==> config.mk <==
export PLATFORM = sky130hd
export DESIGN_NAME = vga_pattern_gen
export DESIGN_NICKNAME = d
export VERILOG_FILES = /design/src/rtl/vga_pattern_gen.sv
export SDC_FILE = /design/constraint.sdc
export NUM_CORES = 1
export LEC_CHECK = 0
export CORE_AREA = 3 3 92 94
export CTS_BUF_LIST = sky130_fd_sc_hd__clkbuf_16
export DETAILED_ROUTE_END_ITERATION = 8
export DIE_AREA = 0 0 95 97
export GPL_TIMING_DRIVEN = 0
export PLACE_DENSITY = 0.77
export SLEW_MARGIN = 20
export SYNTH_ARGS = -nofsm -noshare
export SYNTH_HDL_FRONTEND = slang
export SYNTH_SLANG_ARGS = --single-unit
==> constraint.sdc <==
create_clock -name i_Clk -period 4.98 [get_ports i_Clk]
set_clock_uncertainty 0.2 [all_clocks]
set_input_delay 0.498 -clock i_Clk [delete_from_list [all_inputs] [get_ports i_Clk]]
set_output_delay 0.498 -clock i_Clk [all_outputs]
set_load 0.1 [all_outputs]
==> src/rtl/vga_pattern_gen.sv <==
// ---------------------------------------------------------------------------
// vga_pattern_gen
//   Test-pattern generator for a VGA-style raster. It scans a column/row
//   raster and paints one of four patterns into the visible area:
//   vertical colour bars, a solid colour, horizontal colour bars, or black.
//
//   Every output is registered. Each output cycle describes one pixel
//   position, one clock after the internal counters were at that position.
//
//   Optional feature (macro VGA_COLOR_CYCLE_EN):
//     When defined, a 6-bit frame counter advances once per frame. Its top
//     four bits are added to the palette index in both bar modes, so the
//     bar colours rotate by one step every four frames.
//     When undefined, there is no frame counter and the offset is zero.
//
// Parameters
//   TOTAL_COLS  pixel clocks per line (blanking included)
//   TOTAL_ROWS  lines per frame (blanking included)
//   ACTIVE_COLS visible columns; must be a multiple of 16
//   ACTIVE_ROWS visible rows; must be a multiple of 16
//
// Ports
//   i_Clk          pixel clock; all logic runs on the rising edge
//   i_Rst_L        asynchronous active-low reset
//   i_Mode         pattern select: 0 vbars, 1 solid, 2 hbars, 3 black.
//                  Sampled only at the start of a frame.
//   i_Solid_Color  RrrGggBbb colour for mode 1; sampled every cycle
//   o_HSync        high while the output column is in the visible area
//   o_VSync        high while the output row is in the visible area
//   o_RrrGggBbb    pixel colour: R [8:6], G [5:3], B [2:0]
//   o_Col_Count    column of the pixel the other outputs describe
//   o_Row_Count    row of the pixel the other outputs describe
// ---------------------------------------------------------------------------
module vga_pattern_gen #(
  parameter int TOTAL_COLS  = 800,
  parameter int TOTAL_ROWS  = 525,
  parameter int ACTIVE_COLS = 640,
  parameter int ACTIVE_ROWS = 480
) (
  input  logic       i_Clk,
  input  logic       i_Rst_L,
  input  logic [1:0] i_Mode,
  input  logic [8:0] i_Solid_Color,
  output logic       o_HSync,
  output logic       o_VSync,
  output logic [8:0] o_RrrGggBbb,
  output logic [9:0] o_Col_Count,
  output logic [9:0] o_Row_Count
);

  typedef enum logic [1:0] {
    MODE_VBARS = 2'd0,
    MODE_SOLID = 2'd1,
    MODE_HBARS = 2'd2,
    MODE_BLACK = 2'd3
  } mode_t;

  localparam logic [9:0] COL_LAST     = 10'(TOTAL_COLS - 1);
  localparam logic [9:0] ROW_LAST     = 10'(TOTAL_ROWS - 1);
  localparam logic [9:0] COL_ACT      = 10'(ACTIVE_COLS);
  localparam logic [9:0] ROW_ACT      = 10'(ACTIVE_ROWS);
  localparam logic [9:0] COL_SUB_LAST = 10'(ACTIVE_COLS / 16 - 1);
  localparam logic [9:0] ROW_SUB_LAST = 10'(ACTIVE_ROWS / 16 - 1);

  logic [9:0] col;
  logic [9:0] row;
  logic [9:0] col_sub;
  logic [3:0] col_bar;
  logic [9:0] row_sub;
  logic [3:0] row_bar;
  logic       col_wrap;
  logic       frame_wrap;
  logic       frame_start;
  logic       active;
  mode_t      mode_q;
  mode_t      mode_eff;
  logic [3:0] pal_offset;
  logic [3:0] pal_idx;
  logic [8:0] pixel;

  // Palette: each of p[2:0] enables R, G, B; p[3] selects full or half level.
  function automatic logic [8:0] palette(input logic [3:0] p);
    logic [2:0] level;
    level = p[3] ? 3'b111 : 3'b100;
    return {p[2] ? level : 3'b000,
            p[1] ? level : 3'b000,
            p[0] ? level : 3'b000};
  endfunction

  assign col_wrap    = (col == COL_LAST);
  assign frame_wrap  = col_wrap && (row == ROW_LAST);
  assign frame_start = (col == 10'd0) && (row == 10'd0);
  assign active      = (col < COL_ACT) && (row < ROW_ACT);

  // Raster counters. The sub-counters divide the position into 16 equal
  // bands without a divider: each band index steps when its sub-counter
  // reaches the band width. Past the visible area the band indices keep
  // stepping and may wrap, which is harmless because the colour is blanked.
  always_ff @(posedge i_Clk or negedge i_Rst_L) begin
    if (!i_Rst_L) begin
      col     <= '0;
      row     <= '0;
      col_sub <= '0;
      col_bar <= '0;
      row_sub <= '0;
      row_bar <= '0;
    end else if (col_wrap) begin
      col     <= '0;
      col_sub <= '0;
      col_bar <= '0;
      if (row == ROW_LAST) begin
        row     <= '0;
        row_sub <= '0;
        row_bar <= '0;
      end else begin
        row <= row + 10'd1;
        if (row_sub == ROW_SUB_LAST) begin
          row_sub <= '0;
          row_bar <= row_bar + 4'd1;
        end else begin
          row_sub <= row_sub + 10'd1;
        end
      end
    end else begin
      col <= col + 10'd1;
      if (col_sub == COL_SUB_LAST) begin
        col_sub <= '0;
        col_bar <= col_bar + 4'd1;
      end else begin
        col_sub <= col_sub + 10'd1;
      end
    end
  end

  // The mode is captured at the frame's first pixel. That pixel already
  // uses the freshly sampled value, so the whole frame shows one pattern.
  always_ff @(posedge i_Clk or negedge i_Rst_L) begin
    if (!i_Rst_L) begin
      mode_q <= MODE_VBARS;
    end else if (frame_start) begin
      mode_q <= mode_t'(i_Mode);
    end
  end

  assign mode_eff = frame_start ? mode_t'(i_Mode) : mode_q;

`ifdef VGA_COLOR_CYCLE_EN
  logic [5:0] frame_cnt;

  always_ff @(posedge i_Clk or negedge i_Rst_L) begin
    if (!i_Rst_L) begin
      frame_cnt <= '0;
    end else if (frame_wrap) begin
      frame_cnt <= frame_cnt + 6'd1;
    end
  end

  // Rotate bar colours by one palette step every four frames.
  assign pal_offset = frame_cnt[5:2];
`else
  logic unused_frame_wrap;
  assign unused_frame_wrap = frame_wrap;
  assign pal_offset        = 4'd0;
`endif

  always_comb begin
    pal_idx = 4'd0;
    pixel   = 9'h000;
    if (active) begin
      case (mode_eff)
        MODE_VBARS: begin
          pal_idx = col_bar + pal_offset;
          pixel   = palette(pal_idx);
        end
        MODE_SOLID: pixel = i_Solid_Color;
        MODE_HBARS: begin
          pal_idx = row_bar + pal_offset;
          pixel   = palette(pal_idx);
        end
        MODE_BLACK: pixel = 9'h000;
        default:    pixel = 9'h000;
      endcase
    end
  end

  always_ff @(posedge i_Clk or negedge i_Rst_L) begin
    if (!i_Rst_L) begin
      o_HSync     <= 1'b0;
      o_VSync     <= 1'b0;
      o_RrrGggBbb <= 9'h000;
      o_Col_Count <= '0;
      o_Row_Count <= '0;
    end else begin
      o_HSync     <= (col < COL_ACT);
      o_VSync     <= (row < ROW_ACT);
      o_RrrGggBbb <= pixel;
      o_Col_Count <= col;
      o_Row_Count <= row;
    end
  end

endmodule
==> After elaboration in Yosys (flattened, before gate mapping) <==
Index checks and enable logic that the tools add are counted.
{ "word_totals": {"ff_bits": 81, "latchBits": 0, "ram_bits": 0, "mem_bits_ro": 0, "inputBits": 13, "output_inout_bits": 31, "word_cells": 56, "n_memories": 0} }
{ "classes": {"add_sub_neg": 6, "mul": 0, "div_mod_pow": 0, "magnitude_cmp": 2, "eq_ne": 7, "shift": 0, "mux": 21, "bitwise": 0, "reduce_logical": 8} }
{ "op_table": {"columns": ["cell", "n"], "rows": [
  ["$mux 10", 6],
  ["$add 10x1->10 const B", 4],
  ["$pmux 9 s4", 1],
  ["$eq 10x10->1 const B", 2],
  ["$logic_not 10->1", 2],
  ["$mux 3", 6],
  ["$mux 4", 4],
  ["$eq 10x5->1 const B", 1],
  ["$eq 10x6->1 const B", 1],
  ["$lt 10x10->1 const B", 1],
  ["$lt 10x9->1 const B", 1],
  ["$mux 9", 1],
  ["$add 4x1->4 const B", 2],
  ["$mux 2", 3],
  ["$eq 2x2->1 const B", 2],
  ["$reduce_bool 2->1", 2],
  ["$eq 2x1->1 const B", 1],
  ["$logic_and 1x1->1", 2],
  ["$logic_not 2->1", 1],
  ["$reduce_and 2->1", 1]
]} }

==> Depth between registers and ports, before layout <==
Gate-level depths: netlist of the first run.
{ "depth": {"ltp_word": 6, "ltp_mapped": 8, "ltp_nobuf": 8} }

==> Worst setup path before layout of the first run <==
No wires, ideal clock.
{ "synth_path": {"path_kind": "register -> register", "start": "reg col[5]", "end": "reg o_RrrGggBbb[7]", "setup_time_ns": 0.077, "arrival_time_ns": 2.321, "required_ns": 4.703, "slack_ns": 2.382, "stages_incl_launch_ff": 7, "path_buffers": 0, "synth_period_minus_slack_ns": 2.598, "cell_sequence": "dfrtp_1 > or3_4 > or4_4 > nor2_4 > mux2i_2 > mux2_4 > o21ai_1"} }
{ "synth_between": {"elab_chain_cells": 6, "elab_cells_between_ends": 11, "classes_between": "order compare (1); eq/ne (3); mux (3); reduce/logical (4)"} }
{ "synth_rtl": {"columns": ["element", "line", "text"], "rows": [
  ["from (decl)", "65", "logic [9:0] col;"],
  ["from (signal assigned)", "125", "col <= col + 10'd1;"],
  ["$logic_not 10->1", "92", "assign frame_start = (col == 10'd0) && (row == 10'd0);"],
  ["$logic_and 1x1->1", "92", null],
  ["$mux 2", "145", "assign mode_eff = frame_start ? mode_t'(i_Mode) : mode_q;"],
  ["$eq 2x2->1, or another cell as far along", "170", "case (mode_eff)"],
  ["$pmux 9 s4", "170", null],
  ["$mux 9 *", "169", "if (active) begin"],
  ["named net pixel[7]", "79", "logic [8:0] pixel;"],
  ["to (signal assigned)", "196", "o_RrrGggBbb <= pixel;"],
  ["to (decl)", "46", "output logic [8:0] o_RrrGggBbb,"]
]} }
Mark *: on every way through the listed nets, which the timed path passes. The rest lies on a longest branch.
A chain may end at the register's enable or synchronous reset.

==> Final worst setup path of the first run <==
{ "layout_path": {"start": "reg col[0]", "end": "reg row_sub[1]"} }
{ "layout_between": {"elab_chain_cells": 1} }
{ "layout_rtl": {"columns": ["element", "line", "text"], "rows": [
  ["$eq 10x10->1", "90", "assign col_wrap = (col == COL_LAST);"],
  ["to (signal assigned)", "121", "row_sub <= row_sub + 10'd1;"],
  ["to (decl)", "69", "logic [9:0] row_sub;"]
]} }
Every way passes these cells.

==> key figures, run 1 <==
STA
  • Max-slew headroom: 0.339
  • Unrepaired setup endpoints after global routing: no
  • Max Slew Vio Count: 0
  • Setup TNS: 0 ns
  • Final Cycle Share: 0.590
  • Final Hold Fails: 0
  • Final setup fails: 0
  • Least-Margin Pin Slew: about 0.99 ns
  • Fmax: roughly 0.34 GHz
  • Final min period: between 2 and 3 ns

Critical path
  • CP Cell Sequence: ha_1, nand4_1, nor3_1, clkbuf_1, clkbuf_1, o21ai_0
  • Crit path buf inv count: 2
  • Reg2reg path depth: 6
  • FF-to-FF End: row_sub[1]$_DFFE_PN0N_
  • Worst path slowest cell: nor3_1
  • Cell seen most often among critical-path stages: clkbuf_1
  • Worst setup EP type: register
  • R2r startpoint: col[0]$_DFF_PN0_
  • Critical path data arrival time: ~3 ns
  • CP required: a little under 5 ns
  • Crit-path max FO: 10
  • Register-to-register setup slack: slightly above 2 ns
  • CP delay by family, top: simple AND/OR/NAND/NOR gates
  • CP startpoint kind: register
  • Crit Path Class: reg2reg
  • Worst path max stage delay: 0.70 ns

Placed design
  • Dpl cell area: slightly above 4000 um2
  • Placer Congestion: around 0.84
  • Port-buffer cells: 43
  • Dpl hpwl: between 4 and 5 mm

Global route
  • Vias in the first global route: 2540
  • First-pass GRT wire length: about 12 mm
  • All-Layer GR Usage: 0.160
  • Initial antenna violation count: 0
  • Pin count of the biggest net entering global routing: 44
  • Gr ovfl total: 0

Clocking
  • Root Buffer Master: clkbuf_16
  • Skew-Pair Late Insertion Delay: roughly 0.33 ns
  • Setup Fix Bufs, Post-CTS: 0
  • Clock sinks: 81
  • CTS clk-pin slew, worst paths: 0.06 ns
  • TritonCTS buffer count: 9
  • CTS tree: built
  • Hold buffers post-CTS: 1
  • Post-CTS sizing: 0
  • H-tree depth: 3
  • Clock Path Buffers: 2

Cells and area
  • Fill cells: ~600
  • Most frequent cells in the layout: dfrtp_1 (81), clkdlybuf4s50_1 (42), nor2_1 (38), nand2_1 (28)
  • Register area: about 2000 um2
  • Area delta synth->final: 25.9%
  • Most common cell after layout, fill and taps aside: dfrtp_1
  • # nets final: 402
  • Antenna diodes: 0
  • Share of post-route cells with drive strength above 1: 0.0727
  • Multi-input logic area: 1360 um2
  • Design area: approximately 4400 um2

Die
  • IO Pins: 44
  • # rows: 32
  • Die W: 95 um
  • Die Y: a little under 100 um
  • Area of the die: between 9000 and 10000 um2
  • Core area: a little under 8000 um2
  • Initial Util: 0.449

Power
  • Flop pwr share: 0.468
  • Total power: ~1.4 mW
  • Sw Share: 0.213
  • P_sw: 302 uW
  • Clock network power share: 0.478
  • Power density over the cells: roughly 330 nW/um2
  • Int Pwr: 1.12 mW
  • Leak pwr: slightly below 2 nW
  • Peak supply drop: between 0.15 and 0.2 mV
  • Combinational power share: 0.054

Synthesis
  • Synthesis Warnings: 0
  • Syn Std Cell Area: roughly 3500 um2
  • Synth Area per Inst: roughly 11 um2
  • Largest area contributor in the netlist: dfrtp_1
  • Synth top area share: 0.584
  • Sequential share of the synthesized area: 0.584
  • Synthesized instance count: between 300 and 400
  • Total nets after synthesis: between 300 and 400
  • Post-synth cell types: 37
  • Synth area leaders: dfrtp_1 (58%), nor2_1 (4.1%), xor2_1 (4.0%)
  • Flops & latches, synth: roughly 80

Routing
  • Pre-Repair DR Iteration Count: 4
  • Vias: about 2500
  • WL per Instance: about 14 um
  • DR iter-0 viols: approximately 130
  • DRC: 0
  • Detailed-route wire length: slightly below 7 mm
  • Via density: approximately 5.2
  • Remaining antenna violation count: 0

Worst hold path
  • Hold Path Cell Cnt: 0
  • HP Class: reg2reg
  • HP Start: col[1]$_DFF_PN0_
  • Hold EP: o_Col_Count[1]$_DFF_PN0_

Run status
  • Status: completed

Flow run
  • Max-Cap Viols: 0
## cell families (layout without fill, tap and decap cells)
kind of cell / count (synthesis) / after routing / share of synthesized area
AOI/OAI and AO/OA: 39 / 39 / 0.0595
xor gates and xnor gates: 28 / 28 / 0.0707
buffers and inverters: 21 / 82 / 0.0249
and+or+nand+nor: 137 / 137 / 0.199
DFF: 81 / 81 / 0.584
muxes: 9 / 9 / 0.0285
adders and majority gates: 9 / 9 / 0.0325
## per-layer routing
| layer | GRT usage | up-vias | wire length, um |
|---|---|---|---|
| met5 | 0 | - | 0 |
| met4 | 0.0655 | 0 | 119 |
| met3 | 0.0404 | 10 | 367 |
| met2 | 0.267 | 72 | 3430 |
| met1 | 0.196 | 1233 | 2930 |
| li1 | - | 1209 | - |
## synthesized netlist by cell type, drive strengths merged
cell / number
nor3: 4
ha: 9
nand2: 28
xnor2: 12
clkbuf: 4
nor4b: 2
nor4: 2
xor2: 16
and2: 7
o31ai: 3
nand4b: 1
nand3: 23
nor2: 39
dfrtp: 81
nand4: 9
buf: 2
o21ai: 25
and3: 6
or2: 2
nand2b: 3
mux2i: 8
nor2b: 1
or4: 3
inv: 15
or3: 7
mux2: 1
a21oi: 11
## metrics by stage
step	hold slack, ns	cells	utilization	setup slack, ns
5_1_grt	0.275	487	0.565	1.86
6_report	0.245	487	0.565	2.04
3_3_place_gp	0.218	469	0.521	0.525
3_5_place_dp	0.220	470	0.523	2.07
2_1_floorplan	0.00241	324	-	2.38
4_1_cts	0.248	487	0.565	2.02
## sequential cells by signal, summed over array words and instances, names as in the netlist, 2 cells and up
name and count:
row_sub 10, mode_q 2, row 10, row_bar 4
o_RrrGggBbb 9, col_bar 4, col 10, col_sub 10
o_Col_Count 10, o_Row_Count 10
## power by group through the flow
stage	combinational (mW)	clock [mW]	sequential [mW]
2_1_floorplan	0.00929	0	0.708
3_5_place_dp	0.0759	0	0.677
5_1_grt	0.0820	0.722	0.665
4_1_cts	0.0776	0.695	0.665
3_3_place_gp	0.0736	0	0.677
6_report	0.0762	0.680	0.665
## layout make-up
type                    count  area share
well taps                 102      0.0292
clock buffers               9      0.0516
plain buffers               6     0.00688
clock inverters             7      0.0201
repair buffers             45       0.105
flip-flops and latches     81       0.464
multi-input cells         222       0.310
inverters                  15      0.0129
## worst max path at each step
| stage | start | slack, ns | cells after the start | end |
|---|---|---|---|---|
| 2_1_floorplan | col[5]$_DFF_PN0_ | 2.38 | 6 | o_RrrGggBbb[7]$_DFF_PN0_ |
| 3_3_place_gp | i_Rst_L | 0.53 | 1 | o_Row_Count[4]$_DFF_PN0_ |
| 3_5_place_dp | col[5]$_DFF_PN0_ | 2.07 | 5 | row_sub[1]$_DFFE_PN0N_ |
| 4_1_cts | col[0]$_DFF_PN0_ | 2.02 | 6 | row_sub[1]$_DFFE_PN0N_ |
| 5_1_grt | col[0]$_DFF_PN0_ | 1.86 | 6 | row_sub[1]$_DFFE_PN0N_ |
| 6_report | col[0]$_DFF_PN0_ | 2.04 | 6 | row_sub[1]$_DFFE_PN0N_ |
No activity file was read; power rests on OpenSTA's default activity.
==> run 2, diff against run 1 <==
--- a/config.mk
+++ b/config.mk
@@ -10,7 +10,7 @@
 export DETAILED_ROUTE_END_ITERATION = 8
 export DIE_AREA = 0 0 95 97
 export GPL_TIMING_DRIVEN = 0
-export PLACE_DENSITY = 0.77
+export PLACE_DENSITY = 0.8
 export SLEW_MARGIN = 20
 export SYNTH_ARGS = -nofsm -noshare
 export SYNTH_HDL_FRONTEND = slang
==> constraint.sdc (replaced) <==
create_clock -name i_Clk -period 2.6 [get_ports i_Clk]
set_clock_uncertainty 0.2 [all_clocks]
set_input_delay 0.26 -clock i_Clk [delete_from_list [all_inputs] [get_ports i_Clk]]
set_output_delay 0.26 -clock i_Clk [all_outputs]
set_load 0.1 [all_outputs]
==> run 2 against run 1 <==
Against the previous run: the run now ends with negative setup slack left; via count rose by 3.5%; combinational power rose by 110%; final cell count rose by 2.7%; critical endpoint is now o_RrrGggBbb[6]$_DFF_PN0_.
==> key figures, run 2 (synthesis gave the netlist of run 1 again) <==
Run status
  • Status: complete, but fails checks
  • Failing checks: negative setup slack

STA
  • Final setup fails: 3 (+3)
  • Max Slew Vio Count: 0 (unchanged)
  • Final Cycle Share: 1.01 (+0.418)
  • Unrepaired setup endpoints after global routing: yes
  • Max-slew headroom: 0.347 (+0.00782)
  • Final Hold Fails: 0 (unchanged)
  • Hold WS: 0.221 ns (-0.0236 ns)
  • Fmax: 0.381 GHz (+12%)
  • Least-Margin Pin Slew: 0.976 ns (-0.0117 ns)
  • Final min period: 2.62 ns (-0.317 ns)
  • Setup ws final: -0.0225 ns (-2.06 ns)
  • Setup TNS: -0.0363 ns (-0.0363 ns)

Flow run
  • Max-Cap Viols: 0 (unchanged)

Clocking
  • CTS tree: built
  • H-tree depth: 3 (unchanged)
  • Skew-Pair Late Insertion Delay: 0.33 ns (about the same)
  • Root Buffer Master: clkbuf_16
  • Clock sinks: 81 (unchanged)
  • Clock Path Buffers: 2 (unchanged)
  • TritonCTS buffer count: 9 (unchanged)
  • CTS clk-pin slew, worst paths: 0.06 ns (about the same)

Routing
  • Detailed-route wire length: 7.35 mm (+7.5%)
  • DR iter-0 viols: 127 (+0.79%)
  • Pre-Repair DR Iteration Count: 5 (+1)
  • Remaining antenna violation count: 0 (unchanged)
  • Vias: 2612 (+3.5%)
  • DRC: 0 (unchanged)
  • WL per Instance: 14.7 um (+4.7%)
  • Via density: 5.22 (+0.80%)

Critical path
  • Worst setup EP type: register
  • FF-to-FF End: o_RrrGggBbb[6]$_DFF_PN0_
  • Reg2reg path depth: 6 (unchanged)
  • Crit Path Class: reg2reg
  • Critical Path Source: col[6]$_DFF_PN0_
  • CP startpoint kind: register
  • Crit-path max FO: 5 (-5)
  • Crit path capture: o_RrrGggBbb[6]$_DFF_PN0_
  • R2r startpoint: col[6]$_DFF_PN0_
  • CP required: 2.67 ns (-2.29 ns)
  • Critical path data arrival time: 2.69 ns (-0.23 ns)
  • Register-to-register setup slack: -0.02 ns (-2.06 ns)

Die
  • Die Y: 97 um (unchanged)
  • Initial Util: 0.449 (unchanged)
  • Area of the die: 9220 um2 (unchanged)
  • Die W: 95 um (unchanged)
  • IO Pins: 44 (unchanged)
  • # rows: 32 (unchanged)
  • Core area: 7730 um2 (unchanged)

Power
  • Peak supply drop: 0.274 mV (+67%)
  • Total power: 2.67 mW (+88%)
  • Leak pwr: 2.04 nW (+4.9%)
  • Power density over the cells: 586 nW/um2 (+80%)

Placed design
  • # placed instances: 470 (unchanged)
  • Dpl hpwl: 4.58 mm (-0.30%)
  • Port-buffer cells: 43 (unchanged)
  • Placer Congestion: 0.829 (-1.6%)
  • Dpl cell area: 4040 um2 (unchanged)

Cells and area
  • Area delta synth->final: 31.5%
  • # nets final: 415 (+3.2%)
  • Finished Layout Cells: 500 (+2.7%)
  • Most frequent cells in the layout: dfrtp_1 (79), clkdlybuf4s50_1 (42), nor2_1 (38), nand2_1 (27), nand3_1 (23)
  • Design area: 4560 um2 (+4.4%)
  • Antenna diodes: 0 (unchanged)
  • Share of post-route cells with drive strength above 1: 0.148 (+0.0755)
  • Most common cell after layout, fill and taps aside: dfrtp_1

Worst hold path
  • HP Class: in2async

Global route
  • Initial antenna violation count: 0 (unchanged)
  • Vias in the first global route: 2652 (+4.4%)
  • All-Layer GR Usage: 0.165 (+0.00487)
  • Pin count of the biggest net entering global routing: 47 (+6.8%)
  • Gr ovfl total: 0 (unchanged)
  • First-pass GRT wire length: 12.2 mm (+3.8%)
[run 2: area by class of cell]
| cell class | count | area, um2 |
|---|---|---|
| buffer | 6 | 36.3 |
| clock buffer | 9 | 225 |
| clock inverter | 7 | 68.8 |
| fill | 567 | 3170 |
| inverter | 15 | 56.3 |
| multi-input combinational | 222 | 1440 |
| sequential | 81 | 2030 |
| tap | 102 | 128 |
| timing repair buffer | 58 | 576 |
[run 2: power by group]
| group | switching (mW) | total (mW) | internal [mW] |
|---|---|---|---|
| registers | 0.00380 | 1.27 | 1.27 |
| clock network | 0.499 | 1.24 | 0.741 |
| logic | 0.110 | 0.158 | 0.0485 |
[run 2: metrics by stage]
stage / util / worst slack [ns]
after global routing: 0.590 / -0.0810
final: 0.590 / -0.0225
after floorplan: - / 0.00231
after global placement: 0.521 / -1.63
after detailed placement: 0.523 / -0.297
after CTS: 0.573 / 0.00903
[run 2: worst min path at each step]
stage	end	start	slack, ns
4_1_cts	o_RrrGggBbb[8]$_DFF_PN0_	i_Rst_L	0.23
6_report	o_RrrGggBbb[8]$_DFF_PN0_	i_Rst_L	0.22
3_5_place_dp	o_RrrGggBbb[5]$_DFF_PN0_	i_Rst_L	0.05
3_3_place_gp	o_Col_Count[1]$_DFF_PN0_	col[1]$_DFF_PN0_	0.22
5_1_grt	o_Col_Count[6]$_DFF_PN0_	col[6]$_DFF_PN0_	0.26
2_1_floorplan	col[0]$_DFF_PN0_	i_Rst_L	-0.24
[run 2: what timing repair did]
item,in CTS,in global routing
pin swaps,1,9
hold buffers,1,0
resized for setup,7,25
endpoints found under the setup margin,33,30
setup buffers,6,7
hold endpoints to repair,35,0
[run 2: critical path, cell delays in order, from the launching register on]
cell     delay (ns)
dfrtp_2        0.44
or3_4          0.40
or4_4          0.43
nor2_4         0.23
mux2i_4        0.38
mux2_4         0.35
o21ai_2        0.12
[run 2: metal layers]
metal	track usage	vias to the layer above	share of wire
met5	0	-	0
met1	0.200	1287	0.41
met3	0.0319	18	0.050
li1	-	1243	-
met2	0.274	64	0.52
met4	0.0877	0	0.025
==> run 3, diff against run 2 <==
--- a/config.mk
+++ b/config.mk
@@ -5,10 +5,10 @@
 export SDC_FILE = /design/constraint.sdc
 export NUM_CORES = 1
 export LEC_CHECK = 0
-export CORE_AREA = 3 3 92 94
+export CORE_AREA = 2 2 91 93
 export CTS_BUF_LIST = sky130_fd_sc_hd__clkbuf_16
 export DETAILED_ROUTE_END_ITERATION = 8
-export DIE_AREA = 0 0 95 97
+export DIE_AREA = 0 0 93 95
 export GPL_TIMING_DRIVEN = 0
 export PLACE_DENSITY = 0.8
 export SLEW_MARGIN = 20
==> run 3 against run 2 <==
Against the previous run: the flow still finishes with violations (negative setup slack); sequential power is essentially flat; sequential share of layout area barely moved; critical path depth is 1 higher; combinational power barely moved; final cell count increased by 0.20%; maximum frequency increased by 0.37%; die area is 4.1% lower; power grew 3.5%; critical endpoint is now o_RrrGggBbb[8]$_DFF_PN0_; non-clock buffer count is 2 lower.
==> key figures, run 3 (synthesis gave the netlist of run 1 again) <==
Die
  • Die Y: 95 um (-2.1%)
  • # rows: 33 (+3.1%)
  • IO Pins: 44 (unchanged)
  • Initial Util: 0.437 (-0.0113)
  • Die W: 93 um (-2.1%)
  • Core area: 7930 um2 (+2.6%)
  • Area of the die: 8840 um2 (-4.1%)

Power
  • Peak supply drop: 0.333 mV (+22%)
  • Power density over the cells: 606 nW/um2 (+3.4%)
  • Leak pwr: 2.01 nW (-1.1%)

Critical path
  • CP required: 2.61 ns (-0.06 ns)
  • Worst setup EP type: register
  • CP Cell Sequence: or3_4, or4_4, nor2_4, mux2i_4, buf_6, mux2i_1, o21ai_1
  • Worst path slowest cell: dfrtp_1
  • CP startpoint kind: register
  • Crit Path Class: reg2reg
  • Worst path max stage delay: 0.45 ns (about the same)
  • Critical path data arrival time: 2.63 ns (-0.06 ns)
  • Crit-path max FO: 6 (+1)

Placed design
  • Dpl cell area: 4060 um2 (+0.28%)
  • Place WS: -0.240 ns (+0.0565 ns)
  • Dpl hpwl: 4.51 mm (-1.6%)
  • Port-buffer cells: 43 (unchanged)
  • # placed instances: 473 (+0.64%)
  • Placer Congestion: 0.820 (-1.1%)

STA
  • Final Cycle Share: 1.00 (-0.00369)
  • Setup TNS: -0.0200 ns (+0.0163 ns)
  • Unrepaired setup endpoints after global routing: yes
  • Setup ws final: -0.0129 ns (+0.00960 ns)
  • Final Hold Fails: 0 (unchanged)
  • Final setup fails: 2 (-1)
  • Least-Margin Pin Slew: 0.996 ns (+0.0200 ns)
  • Fmax: 0.383 GHz (+0.37%)
  • Max-slew headroom: 0.334 (-0.0134)
  • Max Slew Vio Count: 0 (unchanged)
  • Final min period: 2.61 ns (-0.00960 ns)

Global route
  • Gr ovfl total: 0 (unchanged)
  • Initial antenna violation count: 0 (unchanged)
  • First-pass GRT wire length: 11.7 mm (-4.4%)
  • Pin count of the biggest net entering global routing: 53 (+13%)
  • All-Layer GR Usage: 0.168 (+0.00321)
  • Vias in the first global route: 2554 (-3.7%)

Cells and area
  • # nets final: 413 (-0.48%)
  • Design area: 4560 um2 (about the same)
  • Multi-input logic area: 1440 um2 (-0.17%)
  • Most common cell after layout, fill and taps aside: dfrtp_1
  • Share of post-route cells with drive strength above 1: 0.141 (-0.00683)
  • Most frequent cells in the layout: dfrtp_1 (79), clkdlybuf4s50_1 (42), nor2_1 (38), nand2_1 (27), nand3_1 (23)
  • Area delta synth->final: 31.5% (about the same)
  • Fill cells: 614 (+8.3%)
  • Finished Layout Cells: 501 (+0.20%)
  • Final core occ: 0.575 (-0.0146)
  • Register area: 2030 um2 (unchanged)
  • Antenna diodes: 0 (unchanged)

Clocking
  • H-tree depth: 3 (unchanged)
  • Clock Path Buffers: 2 (unchanged)
  • TritonCTS buffer count: 9 (unchanged)
  • CTS clk-pin slew, worst paths: 0.06 ns (about the same)
  • Clock sinks: 81 (unchanged)
  • CTS tree: built
  • Root Buffer Master: clkbuf_16
  • Skew-Pair Late Insertion Delay: 0.33 ns (about the same)

Routing
  • Remaining antenna violation count: 0 (unchanged)
  • DRC: 0 (unchanged)
  • Detailed-route wire length: 7.25 mm (-1.3%)
  • Via density: 5.29 (+1.3%)
  • DR iter-0 viols: 247 (+94%)
  • Vias: 2651 (+1.5%)
  • Pre-Repair DR Iteration Count: 4 (-1)
  • WL per Instance: 14.5 um (-1.5%)

Flow run
  • Max-Cap Viols: 0 (unchanged)

Worst hold path
  • HP Class: in2async

Run status
  • Status: complete, but fails checks
  • Failing checks: negative setup slack
==> run 3: timing repair <==
| item | in CTS | in global routing |
|---|---|---|
| resized for setup | 10 | 15 |
| pin swaps | 2 | 8 |
| setup buffers | 3 | 8 |
| hold endpoints to repair | 29 | 0 |
| gates cloned | 0 | 0 |
| setup endpoints to repair | 31 | 16 |
| hold buffers | 1 | 0 |
==> run 3: area by class of cell <==
cell class                      instances  area share
Buffer                                  6     0.00713
Inverter                               15      0.0123
Clock buffer                            9      0.0494
Timing Repair Buffer                   56       0.122
Multi-Input combinational cell        222       0.315
Tap cell                              105      0.0288
Clock inverter                          7      0.0206
Sequential cell                        81       0.445
==> run 3: final timing paths <==
path / start / end / slack [ns] / cells past startpoint
worst min register to register: col_sub[0]$_DFF_PN0_ / col_sub[0]$_DFF_PN0_ / 0.27 / 1
worst min-delay path: i_Rst_L / o_RrrGggBbb[7]$_DFF_PN0_ / 0.19 / 2
worst max-delay path: col[7]$_DFF_PN0_ / o_RrrGggBbb[8]$_DFF_PN0_ / -0.01 / 7
max in group asynchronous: i_Rst_L / o_Row_Count[5]$_DFF_PN0_ / 1.43 / 3
worst max register to register: col[7]$_DFF_PN0_ / o_RrrGggBbb[8]$_DFF_PN0_ / -0.01 / 7
min in group i_Clk: col_sub[0]$_DFF_PN0_ / col_sub[0]$_DFF_PN0_ / 0.27 / 1
==> run 3: per-layer routing <==
layer / track usage / up-vias / wire [um]
met5: 0 / - / 0
met1: 0.199 / 1330 / 2960
met4: 0.0870 / 0 / 155
met3: 0.0359 / 14 / 274
met2: 0.290 / 73 / 3870
li1: - / 1234 / -
==> run 3: report_power, final <==
group | switching (mW) | total (mW) | internal, mW
clock | 0.493 | 1.33 | 0.840
combinational | 0.110 | 0.159 | 0.0494
sequential | 0.00404 | 1.27 | 1.27
==> run 3: stage by stage <==
step | hold WS (ns) | power (mW)
6_report | 0.186 | 2.77
5_1_grt | 0.238 | 2.85
4_1_cts | 0.191 | 2.78
3_5_place_dp | 0.00539 | 1.44
3_3_place_gp | 0.216 | 1.44
2_1_floorplan | -0.236 | 1.37
==> run 3: worst max-delay path, delay by kind of cell (launching register included) <==
kind                   cells  cell delay [ns]
AND/OR/NAND/NOR            3             1.03
multiplexers               2             0.58
flip-flops                 1             0.45
buffers and inverters      1             0.15
AO/OA/AOI/OAI              1             0.08
